--- src/rtl/rsa_mem_pkg.sv ---
// Shared constants and sizing helpers for the RSA operand memory path.
package rsa_mem_pkg;

  localparam logic [1:0] ST_IDLE  = 2'd0;
  localparam logic [1:0] ST_ISSUE = 2'd1;
  localparam logic [1:0] ST_DRAIN = 2'd2;

  typedef enum logic [1:0] {
    IDLE  = ST_IDLE,
    ISSUE = ST_ISSUE,
    DRAIN = ST_DRAIN
  } state_t;

  function automatic int nwords(input int bitlen, input int dbits);
    return bitlen / dbits;
  endfunction

  function automatic int cntw(input int n);
    return $clog2(n + 1);
  endfunction

endpackage

--- src/rtl/rd_valid_pipe.sv ---
// Delay line of the RAM read enable; the tap at DEPTH-1 marks data ready to capture.
module rd_valid_pipe #(
  parameter int DEPTH = 2
) (
  input  logic clk,
  input  logic rst,
  input  logic vin,
  output logic vout
);

  // Stage 0 is vin itself, so only DEPTH-1 registers are needed.
  logic [DEPTH-2:0] sr;

  always_ff @(posedge clk or posedge rst) begin
    if (rst) begin
      sr <= '0;
    end else begin
      sr[0] <= vin;
      for (int k = 1; k < DEPTH - 1; k++) begin
        sr[k] <= sr[k-1];
      end
    end
  end

  assign vout = sr[DEPTH-2];

endmodule

--- src/rtl/mem_operand_loader.sv ---
// Streams NWORDS consecutive RAM words into one BITLEN-bit operand, then pulses done.
module mem_operand_loader
  import rsa_mem_pkg::*;
#(
  parameter int ABITS  = 8,
  parameter int DBITS  = 16,
  parameter int BITLEN = 64,
  parameter int RD_LAT = 1
) (
  input  logic              clk,
  input  logic              rst,
  input  logic              start,
  input  logic [ABITS-1:0]  base_addr,
  input  logic              msw_first,
  output logic              rd_en,
  output logic [ABITS-1:0]  rd_addr,
  input  logic [DBITS-1:0]  rd_data,
  output logic              busy,
  output logic              done,
  output logic [BITLEN-1:0] out
);

  localparam int NW = nwords(BITLEN, DBITS);
  localparam int CW = cntw(NW);
  localparam logic [CW-1:0] NW_C   = CW'(NW);
  localparam logic [CW-1:0] LAST_C = CW'(NW - 1);

  if ((BITLEN % DBITS) != 0 || NW < 1) begin : g_bitlen_check
    $fatal(1, "mem_operand_loader: BITLEN must be a nonzero multiple of DBITS");
  end
  if (RD_LAT != 1 && RD_LAT != 2) begin : g_lat_check
    $fatal(1, "mem_operand_loader: RD_LAT must be 1 or 2");
  end

  state_t            state;
  logic [CW-1:0]     issue_cnt;
  logic [CW-1:0]     cap_cnt;
  logic [CW-1:0]     slot;
  logic              msw_q;
  logic              cap_stb;
  logic [BITLEN-1:0] shadow;
  logic [BITLEN-1:0] merged;

  rd_valid_pipe #(.DEPTH(RD_LAT + 1)) u_vpipe (
    .clk  (clk),
    .rst  (rst),
    .vin  (rd_en),
    .vout (cap_stb)
  );

  always_comb begin
    slot   = msw_q ? (LAST_C - cap_cnt) : cap_cnt;
    merged = shadow;
    for (int k = 0; k < NW; k++) begin
      if (slot == CW'(k)) merged[k*DBITS +: DBITS] = rd_data;
    end
  end

  always_ff @(posedge clk or posedge rst) begin
    if (rst) begin
      state     <= IDLE;
      rd_en     <= 1'b0;
      rd_addr   <= '0;
      busy      <= 1'b0;
      done      <= 1'b0;
      out       <= '0;
      shadow    <= '0;
      issue_cnt <= '0;
      cap_cnt   <= '0;
      msw_q     <= 1'b0;
    end else begin
      done <= 1'b0;
      case (state)
        IDLE: begin
          if (start) begin
            state     <= ISSUE;
            rd_en     <= 1'b1;
            rd_addr   <= base_addr;
            msw_q     <= msw_first;
            busy      <= 1'b1;
            issue_cnt <= CW'(1);
            cap_cnt   <= '0;
          end
        end
        ISSUE: begin
          if (issue_cnt == NW_C) begin
            rd_en <= 1'b0;
            state <= DRAIN;
          end else begin
            rd_addr   <= rd_addr + ABITS'(1);
            issue_cnt <= issue_cnt + CW'(1);
          end
        end
        DRAIN: ;
        default: state <= IDLE;
      endcase

      if (cap_stb && state != IDLE) begin
        shadow <= merged;
        if (cap_cnt == LAST_C) begin
          out     <= merged;
          done    <= 1'b1;
          cap_cnt <= '0;
          // The final-capture edge already counts as idle, so a waiting start
          // launches the next fetch with no dead cycle between operands.
          if (start) begin
            state     <= ISSUE;
            rd_en     <= 1'b1;
            rd_addr   <= base_addr;
            msw_q     <= msw_first;
            issue_cnt <= CW'(1);
          end else begin
            state <= IDLE;
            busy  <= 1'b0;
          end
        end else begin
          cap_cnt <= cap_cnt + CW'(1);
        end
      end
    end
  end

endmodule

--- config.mk ---
export PLATFORM = sky130hd
export DESIGN_NAME = mem_operand_loader
export DESIGN_NICKNAME = d
export VERILOG_FILES = /design/src/rtl/rsa_mem_pkg.sv /design/src/rtl/rd_valid_pipe.sv /design/src/rtl/mem_operand_loader.sv
export SDC_FILE = /design/constraint.sdc
export NUM_CORES = 1
export LEC_CHECK = 0
export BUFFER_PORTS_ARGS = -buffer_cell sky130_fd_sc_hd__clkbuf_2
export CELL_PAD_IN_SITES_DETAIL_PLACEMENT = 1
export CELL_PAD_IN_SITES_GLOBAL_PLACEMENT = 1
export CORE_MARGIN = 10
export CORE_UTILIZATION = 45
export DETAILED_ROUTE_END_ITERATION = 16
export HOLD_SLACK_MARGIN = 0.05
export PLACE_DENSITY = 0.77
export SLEW_MARGIN = 25
export SYNTH_ARGS = -nofsm -noshare
export SYNTH_HDL_FRONTEND = slang
export SYNTH_HIERARCHICAL = 1
export SYNTH_SLANG_ARGS = --single-unit
--- constraint.sdc ---
create_clock -name clk -period 5.4 [get_ports clk]
set_input_delay 0.54 -clock clk [delete_from_list [all_inputs] [get_ports clk]]
set_output_delay 0.54 -clock clk [all_outputs]
set_load 0.1 [all_outputs]
# --- Yosys cells after proc, flatten, opt, wreduce, memory -nomap -nowiden ---
# Index checks and enable logic that the tools add are counted.
word_totals:
  regBits: 149
  inputBits: 28
classes:
  addsub: 4
  eq_ne: 7
  mux: 45
  reduce_logical: 8
op_table:
  columns: ["operator", "n"]
  rows:
  - ["16-bit 2-to-1 mux", 4]
  - ["8-bit 2-to-1 mux", 5]
  - ["3-bit 2-to-1 mux", 10]
  - ["1-bit 2-to-1 mux", 18]
  - ["8-bit case mux with 2 select lines", 1]
  - ["3-bit by 2-bit equality test with 1-bit output (second input constant)", 3]
  - ["8-bit by 1-bit adder with 8-bit output (second input constant)", 1]
  - ["2-bit 2-to-1 mux", 4]
  - ["3-bit by 1-bit adder with 3-bit output (second input constant)", 2]
  - ["2-bit case mux with 3 select lines", 1]
  - ["3-bit case mux with 2 select lines", 1]
  - ["2-bit nonzero test", 3]
  - ["2-bit AND reduction", 2]
  - ["3-bit by 1-bit equality test with 1-bit output (second input constant)", 1]
  - ["3-bit equality test (second input constant)", 1]
  - ["3-bit logical NOT", 1]
  - ["2-bit by 3-bit subtractor with 3-bit output (first input constant)", 1]
  - ["2-bit by 1-bit equality test with 1-bit output (second input constant)", 1]
  - ["2-bit equality test (second input constant)", 1]
  - ["2-bit logical NOT", 1]
  - ["1-bit case mux with 2 select lines", 1]
  - ["1-bit logical AND", 1]

# --- Logic depth before layout (Yosys ltp) ---
# Gate-level depths: netlist (run 1).
logic_depth:
  depth_word: 6
  ltp_mapped: 7
  depth_no_buf: 6

# --- By module ---
# The synthesis (run 1) kept the hierarchy.
modules_own_cells:
  columns: ["mod", "n_inst", "cells_per_inst", "area_per_inst_um2", "seq_area_each_um2"]
  rows:
  - ["mem_operand_loader", 1, 470, 6228.5, 3703.6]
  - ["rd_valid_pipe", 1, 2, 28.8, 25.0]

# --- Worst setup path after synthesis (run 1) ---
# No wires, ideal clock.
synth_path:
  path_type: "register -> register"
  start: "reg msw_q"
  end: "reg shadow[0]"
  setup_ns: 0.127
  t_arrival_ns: 1.886
  setup_slack_ns: 3.386
  stages_incl_launch_ff: 8
  path_buffers: 3
  period_less_slack_ns: 2.014
  cell_sequence: "dfrtp_1 buf_6 or3_4 a21oi_4 and2b_1 buf_4 buf_6 mux2_1"
synth_via:
  elab_chain_cells: 3
synth_lines:
  columns: ["element", "line", "source"]
  rows:
  - ["start: declaration", "mem_operand_loader.sv:39", "logic msw_q;"]
  - ["start signal: assignment", "mem_operand_loader.sv:79", "msw_q <= msw_first;"]
  - ["start signal: assignment", "mem_operand_loader.sv:110", "msw_q <= msw_first;"]
  - ["3-bit 2-to-1 mux", "mem_operand_loader.sv:52", "slot = msw_q ? (LAST_C - cap_cnt) : cap_cnt;"]
  - ["3-bit logical NOT", "mem_operand_loader.sv:55", "if (slot == CW'(k)) merged[k*DBITS +: DBITS] = rd_data;"]
  - ["16-bit 2-to-1 mux", "mem_operand_loader.sv:55", null]
  - ["end signal: assignment", "mem_operand_loader.sv:99", "shadow <= merged;"]
  - ["end: declaration", "mem_operand_loader.sv:41", "logic [BITLEN-1:0] shadow;"]
# Every way passes these cells.
# A chain may end at the register's enable or synchronous reset.

# --- Worst setup path after layout (run 1) ---
layout_path:
  start: "reg cap_cnt[1]"
  end: "reg shadow[13]"
layout_via:
  elab_chain_cells: 4
layout_lines:
  columns: ["element", "line", "source"]
  rows:
  - ["start: declaration", "mem_operand_loader.sv:37", "logic [CW-1:0] cap_cnt;"]
  - ["start signal: assignment", "mem_operand_loader.sv:117", "cap_cnt <= cap_cnt + CW'(1);"]
  - ["2-bit by 3-bit subtractor with 3-bit output", "mem_operand_loader.sv:52", null]
  - ["3-bit 2-to-1 mux (*)", "mem_operand_loader.sv:52", null]
  - ["3-bit logical NOT (*)", "mem_operand_loader.sv:55", null]
  - ["16-bit 2-to-1 mux (*)", "mem_operand_loader.sv:55", null]
# Every way passes the cells marked *; elsewhere a longest branch is shown, timed or not.

==> results of run 1 <==
## layout by cell type, fill, tap and decap left out, drive strengths merged, types with 2 or more instances in the layout
master / n
clkinv: 5
nand3: 6
inv: 7
nor2b: 4
a31oi: 2
buf: 2
o31ai: 2
a21oi: 38
clkbuf: 122
clkinvlp: 4
a22o: 3
o21ai: 14
nor3: 2
or3b: 2
and3: 2
a22oi: 2
bufinv: 2
mux2: 97
nand2: 18
nand4: 3
dfrtp: 149
mux2i: 38
and2: 2
nor2: 37
ha: 4
o21a: 2
## cells by family after synthesis
group / Yosys count / synth area share
AO/OA/AOI/OAI: 70 / 0.0698
AND/OR/NAND/NOR: 82 / 0.0630
adder cells (fa/ha/maj): 4 / 0.00800
multiplexers: 135 / 0.235
XOR/XNOR: 1 / 0.00140
buffers and inverters: 31 / 0.0266
flip-flops: 149 / 0.596
## timing repair
item,4_1_cts,5_1_grt
endpoints found under the setup margin,0,0
endpoints found under the hold margin,1,0
hold buffers,1,0
## through the flow
step	utilization	instances	hold slack, ns	setup WS, ns	cell area [µm²]
global placement	0.501	731	0.389	2.72	6900
detailed placement	0.501	731	0.400	2.66	6900
CTS	0.545	764	0.319	2.63	7510
floorplan	-	472	0.269	0.880	6260
global route	0.545	764	0.321	2.47	7510
finish	0.545	764	0.336	2.65	7510
## power groups by stage
stage | logic, µW | clock network [µW] | registers (µW)
floorplan | 20.9 | 0 | 1140
global placement | 49.5 | 0 | 1140
detailed placement | 51.3 | 0 | 1140
CTS | 52.5 | 1190 | 1120
global route | 57.0 | 1250 | 1120
finish | 49.9 | 1170 | 1120
## how the worst max path moves through the flow
stage                          start    endpoint  slack, ns  cells after the start
after floorplan                  rst        busy       0.88                      1
after global placement    cap_cnt[2]     out[23]       2.72                      4
after detailed placement  cap_cnt[1]  shadow[11]       2.66                      4
after CTS                 cap_cnt[1]  shadow[15]       2.63                      4
after global routing      cap_cnt[2]     out[19]       2.47                      4
final                     cap_cnt[1]  shadow[13]       2.65                      4
## per-layer routing
layer	track usage	routed length [µm]	vias to the layer above
li1	-	-	1875
met1	0.194	6250	2073
met2	0.270	7430	99
met3	0.0594	1070	18
met4	0.0527	164	0
met5	0	0	-
## flip-flops by register name (all words and copies together) (netlist names)
register,count
busy,1
issue_cnt,3
u_vpipe/vout,1
done,1
shadow,64
state,2
msw_q,1
cap_cnt,3
rd_addr,8
out,64
rd_en,1
## worst max-delay path: cells and delay by family (launching register included)
family,cells,cell delay (ns)
muxes,1,0.41
AOI/OAI and AO/OA,1,0.61
and+or+nand+nor,2,1.12
DFF,1,0.49
## final cells by class
cell class,count,area [µm²],share of cell area
Multi-Input combinational cell,292,2390,0.318
Tap cell,180,225,0.0300
Clock inverter,12,128,0.0170
Timing Repair Buffer,105,548,0.0730
Clock buffer,20,467,0.0621
Inverter,6,27.5,0.00367
Sequential cell,149,3730,0.497
==> impl_metrics.toml, run 1 <==
[setup_path]
r2r_start = "cap_cnt[1]"
arrival_ns = 3.06
r2r_end = "shadow[13]"
cp_slowest_stage_delay_ns = 0.69
critical_path_class = "flop to flop"
path_cells = "or3_4 > a21oi_4 > and2b_1 > mux2_2"
crit_path_end_kind = "flop"
worstPathMaxFanout = 17
slowest_stage = "and2b_1"
r2r_slack_ns = 2.65
rr_worst_depth = 4
crit_path_start_kind = "flop"
critPathRequiredTime_ns = 5.70

[synth]
synthCells = 472
avgSynthCellArea_um2 = 13.3
netlist-cell-type-count = 44
synth_top_cell_area_share = 0.596
synth.most_common_cell = "dfrtp_1"
synth_warnings = 6
ys.flop_type = "dfrtp_1"
synth_area_leaders = "dfrtp_1 60%, mux2_2 16%, mux2i_1 6.1%"
synth_edf_count = 0
postSynth.asyncResetShare = 1.00
ys_ff_latch = 149
synth_common_cells = "149 x dfrtp_1, 87 x mux2_2, 38 x mux2i_1, 37 x nor2_1, 36 x a21oi_1"
synth_nets = 504
synth_area_um2 = 6260
synth_top_area_cell = "dfrtp_1"
ys_seq_area_frac = 0.596

[timing]
layout_min_cycle_time_ns = 2.75
slew_violations = 0
clock.fmax_mhz = 363
setup_tns_ns = 0
finalSetupViolCount = 0
tightest_slew_ns = 1.02
final_hold_viol_count = 0
rsz0062_at_grt = "no"
skew_ns = 0.00958
min_period_over_period = 0.510
slew_headroom = 0.317

[clocking]
cts_inserted_buffers = 17
clk_pin_slew_ns = 0.06
clock_path_buffers = 2
ctsResizeCount = 0
cts_tree = "built"
clk_latency_ns = 0.42
cts_sinks = 149
cts-root-buf = "clkbuf_16"
htree_num_levels = 4
post-cts-setup-buffer-count = 0

[route]
drt_first_pass_iters = 4
drc = 0
wirelength_mm = 14.9
drt_iter0_markers = 187
drt-wirelength-per-cell_um = 19.5
num_vias = 4065
antenna_left = 0
via_per_inst = 5.32

[power_and_ir_drop]
p_total_uw = 2340
sw_frac_of_total = 0.213
p_per_area_nw_per_um2 = 312
clkPwrFrac = 0.502
combPwrFrac = 0.021
seq_power_share = 0.477
power.leakage_uw = 0.00371
vdd_drop_max_v = 0.000204
power_switching_uw = 498
p_int_uw = 1840

[run]
maxCapViolCount = 0

[final_layout]
fillCellCount = 1447
nets = 603
areaGrowthSynthToFinish_pct = 20.0
drive_gt1_frac = 0.399
n_antenna_cell = 0

[floorplan]
dieHeight_um = 138
rows = 43
ios = 103
die_area_um2 = 19000
start_util = 0.454
core_um2 = 13800
die_x_um = 138

[global_routing]
overflow = 0
grt_pass1_wl_mm = 24.0
grt_use_total = 0.164
grt_pass1_vias = 4470
antenna_found_initial = 0
grt_max_degree = 96

[placement]
dpl.hpwl_mm = 10.1
routabilityCongestion = 0.777
io_buffer_count = 102

[hold_path]
hold_path_end = "rd_addr[0]"
hold_start = "base_addr[0]"
holdCritPathClass = "input pin to flop"
min_path_cells = 3

[outcome]
status = "finished clean"
Power figures use the tool's default switching activity.
==> run 2, diff against run 1 <==
--- a/config.mk
+++ b/config.mk
@@ -5,14 +5,15 @@
 export SDC_FILE = /design/constraint.sdc
 export NUM_CORES = 1
 export LEC_CHECK = 0
+export ABC_AREA = 1
 export BUFFER_PORTS_ARGS = -buffer_cell sky130_fd_sc_hd__clkbuf_2
 export CELL_PAD_IN_SITES_DETAIL_PLACEMENT = 1
 export CELL_PAD_IN_SITES_GLOBAL_PLACEMENT = 1
 export CORE_MARGIN = 10
-export CORE_UTILIZATION = 45
+export CORE_UTILIZATION = 42
 export DETAILED_ROUTE_END_ITERATION = 16
 export HOLD_SLACK_MARGIN = 0.05
-export PLACE_DENSITY = 0.77
+export PLACE_DENSITY = 0.78
 export SLEW_MARGIN = 25
 export SYNTH_ARGS = -nofsm -noshare
 export SYNTH_HDL_FRONTEND = slang
==> constraint.sdc (replaced) <==
create_clock -name clk -period 2.8 [get_ports clk]
set_input_delay 0.28 -clock clk [delete_from_list [all_inputs] [get_ports clk]]
set_output_delay 0.28 -clock clk [all_outputs]
set_load 0.1 [all_outputs]
==> run 2 against run 1 <==
Against the previous run:
- maximum frequency increased by 39%
- register-to-register slack got worse by 1.8 ns
- global-route usage increased by 4.4 points
- first-iteration DRC count increased to 2.8 times the previous value
- critical endpoint is now shadow[22]
- highest routed layer unchanged
- cell count increased by 66%
- die area increased by 19%
- clock skew decreased by 0.0020 ns
- largest cell class unchanged
- setup slack got worse by 1.8 ns
- via count increased by 68%
- worst hold slack got worse by 0.27 ns
- sequential cell count unchanged
==> impl_metrics.toml, run 2 <==
[clocking]
post-cts-setup-buffer-count = 0
cts_tree = "built"
cts_sinks = 149
cts-root-buf = "clkbuf_16"
ctsResizeCount = 0
htree_num_levels = 4
clock_path_buffers = 2
clk_latency_ns = 0.43
clk_pin_slew_ns = 0.06
cts_inserted_buffers = 17

[setup_path]
cp_slowest_stage_delay_ns = 0.53
crit_path_start_kind = "flop"
critPathRequiredTime_ns = 3.17
r2r_slack_ns = 0.82
r2r_start = "msw_q"
slowest_stage = "nand3_1"
rr_worst_depth = 6
crit_path_end_kind = "flop"
path_buf_inv = 1
worstPathMaxFanout = 16
critical_path_class = "flop to flop"
path_cells = "xnor2_2 > inv_2 > nand3_1 > nand2_1 > nand3_1 > nand2_1"
arrival_ns = 2.34
cp_top_family = "simple AND/OR/NAND/NOR gates"
r2r_end = "shadow[22]"

[route]
antenna_left = 0
drc = 0
drt_first_pass_iters = 5
drt-wirelength-per-cell_um = 17.9
via_per_inst = 5.36
num_vias = 6813
drt_iter0_markers = 532
wirelength_mm = 22.7

[final_layout]
drive_gt1_frac = 0.153
areaGrowthSynthToFinish_pct = 20.1
mostFrequentLayoutCell = "nand2_1"
reg.largest.list = "out: 64 flops, shadow: 64 flops, rd_addr: 8 flops"
fin_util = 0.518
n_antenna_cell = 0
nets = 1069
final_cell_mix = "375 x nand2_1, 149 x dfrtp_1, 148 x nand3_1"
fillCellCount = 2112
final_area_um2 = 8620

[synth]
synth_edf_count = 0
ys.flop_type = "dfrtp_1"
synth_warnings = 6
ys_ff_latch = 149
avgSynthCellArea_um2 = 7.58
ys_seq_area_frac = 0.520
synth.most_common_cell = "nand2_1"
postSynth.asyncResetShare = 1.00
synth_area_leaders = "dfrtp_1 52%, nand2_1 20%, nand3_1 10%"
synth_top_cell_area_share = 0.520
synth_nets = 979
synth_top_area_cell = "dfrtp_1"
synthCells = 947
netlist-cell-type-count = 21
synth_area_um2 = 7180
synth_common_cells = "377 x nand2_1, 149 x dfrtp_1, 148 x nand3_1, 104 x inv_1, 64 x nand4_1"

[timing]
final_hold_viol_count = 0
rsz0062_at_grt = "no"
tightest_slew_ns = 0.793
clock.fmax_mhz = 506
finalSetupViolCount = 0
slew_headroom = 0.471
layout_min_cycle_time_ns = 1.98
fin_hold_ws_ns = 0.0637
setup_tns_ns = 0
min_period_over_period = 0.706
skew_ns = 0.00756
slew_violations = 0

[global_routing]
overflow = 0
grt_use_total = 0.208
grt_pass1_wl_mm = 37.7
grt_pass1_vias = 7244
grt_max_degree = 93
antenna_found_initial = 0

[floorplan]
die_area_um2 = 22700
die_x_um = 151
rows = 47
core_um2 = 16600
ios = 103
dieHeight_um = 151
start_util = 0.431

[placement]
dpl.hpwl_mm = 15.0
io_buffer_count = 102
placed_area_um2 = 7970
routabilityCongestion = 0.787

[run]
maxCapViolCount = 0

[outcome]
status = "finished clean"

[hold_path]
holdCritPathClass = "input pin to flop"
hold_path_end = "rd_addr[4]"
min_path_cells = 3
hold_start = "base_addr[4]"
run 2: changes by cell type after synthesis, moves of 29 or more:
cell,before,now
mux2i_1,38,0
nand2_1,18,377
nand4_1,3,64
mux2_2,87,0
a21oi_1,36,7
nand3_1,6,148
clkbuf_1,2,42
inv_1,6,104
run 2: timing repair:
item | CTS | global route
setup endpoints to repair | 0 | 0
hold buffers | 4 | 0
hold endpoints to repair | 60 | 0
run 2: layer usage:
| layer | GRT usage | vias to the layer above | part of all wire |
|---|---|---|---|
| met5 | 0 | - | 0 |
| met4 | 0.0712 | 0 | 0.014 |
| met3 | 0.0465 | 30 | 0.055 |
| met2 | 0.349 | 179 | 0.50 |
| met1 | 0.258 | 3402 | 0.43 |
| li1 | - | 3202 | - |
run 2: how the worst max path moves through the flow:
stage / start / to / slack [ns] / cells after the start
6_report: msw_q / shadow[22] / 0.82 / 6
5_1_grt: msw_q / shadow[50] / 0.61 / 6
4_1_cts: msw_q / shadow[51] / 0.81 / 6
3_5_place_dp: msw_q / shadow[59] / 0.83 / 6
3_3_place_gp: msw_q / out[50] / 0.87 / 6
2_1_floorplan: rst / busy / 0.66 / 1
run 2: cell families (layout without fill, tap and decap cells):
kind of cell,count (synthesis),after routing,synth area share
buffers and inverters,160,263,0.0837
AOI/OAI and AO/OA,22,22,0.0169
DFF,149,149,0.520
xor gates and xnor gates,4,4,0.00593
adders and majority gates,4,4,0.00697
and+or+nand+nor,608,608,0.367
run 2: final cells by class:
| class | count | area [µm²] | area share |
|---|---|---|---|
| well taps | 220 | 275 | 0.0319 |
| inverters | 108 | 409 | 0.0475 |
| clock buffers | 25 | 515 | 0.0598 |
| flip-flops and latches | 149 | 3730 | 0.433 |
| multi-input cells | 638 | 2880 | 0.334 |
| clock inverters | 7 | 91.3 | 0.0106 |
| repair buffers | 123 | 716 | 0.0831 |
run 2: worst reg2reg max path: stages, from the launching register on:
cell	delay, ns
dfrtp_1	0.50
xnor2_2	0.21
inv_2	0.17
nand3_1	0.53
nand2_1	0.29
nand3_1	0.11
nand2_1	0.10
run 2: stage by stage:
stage | instances | setup slack, ns
floorplan | 947 | 0.659
global placement | 1234 | 0.873
detailed placement | 1234 | 0.832
CTS | 1270 | 0.807
global route | 1270 | 0.610
finish | 1270 | 0.822
Power of run 2 is left out: the tool's default activity adds up to more than one toggle a clock period on the data nets, which glitch-free logic cannot reach.
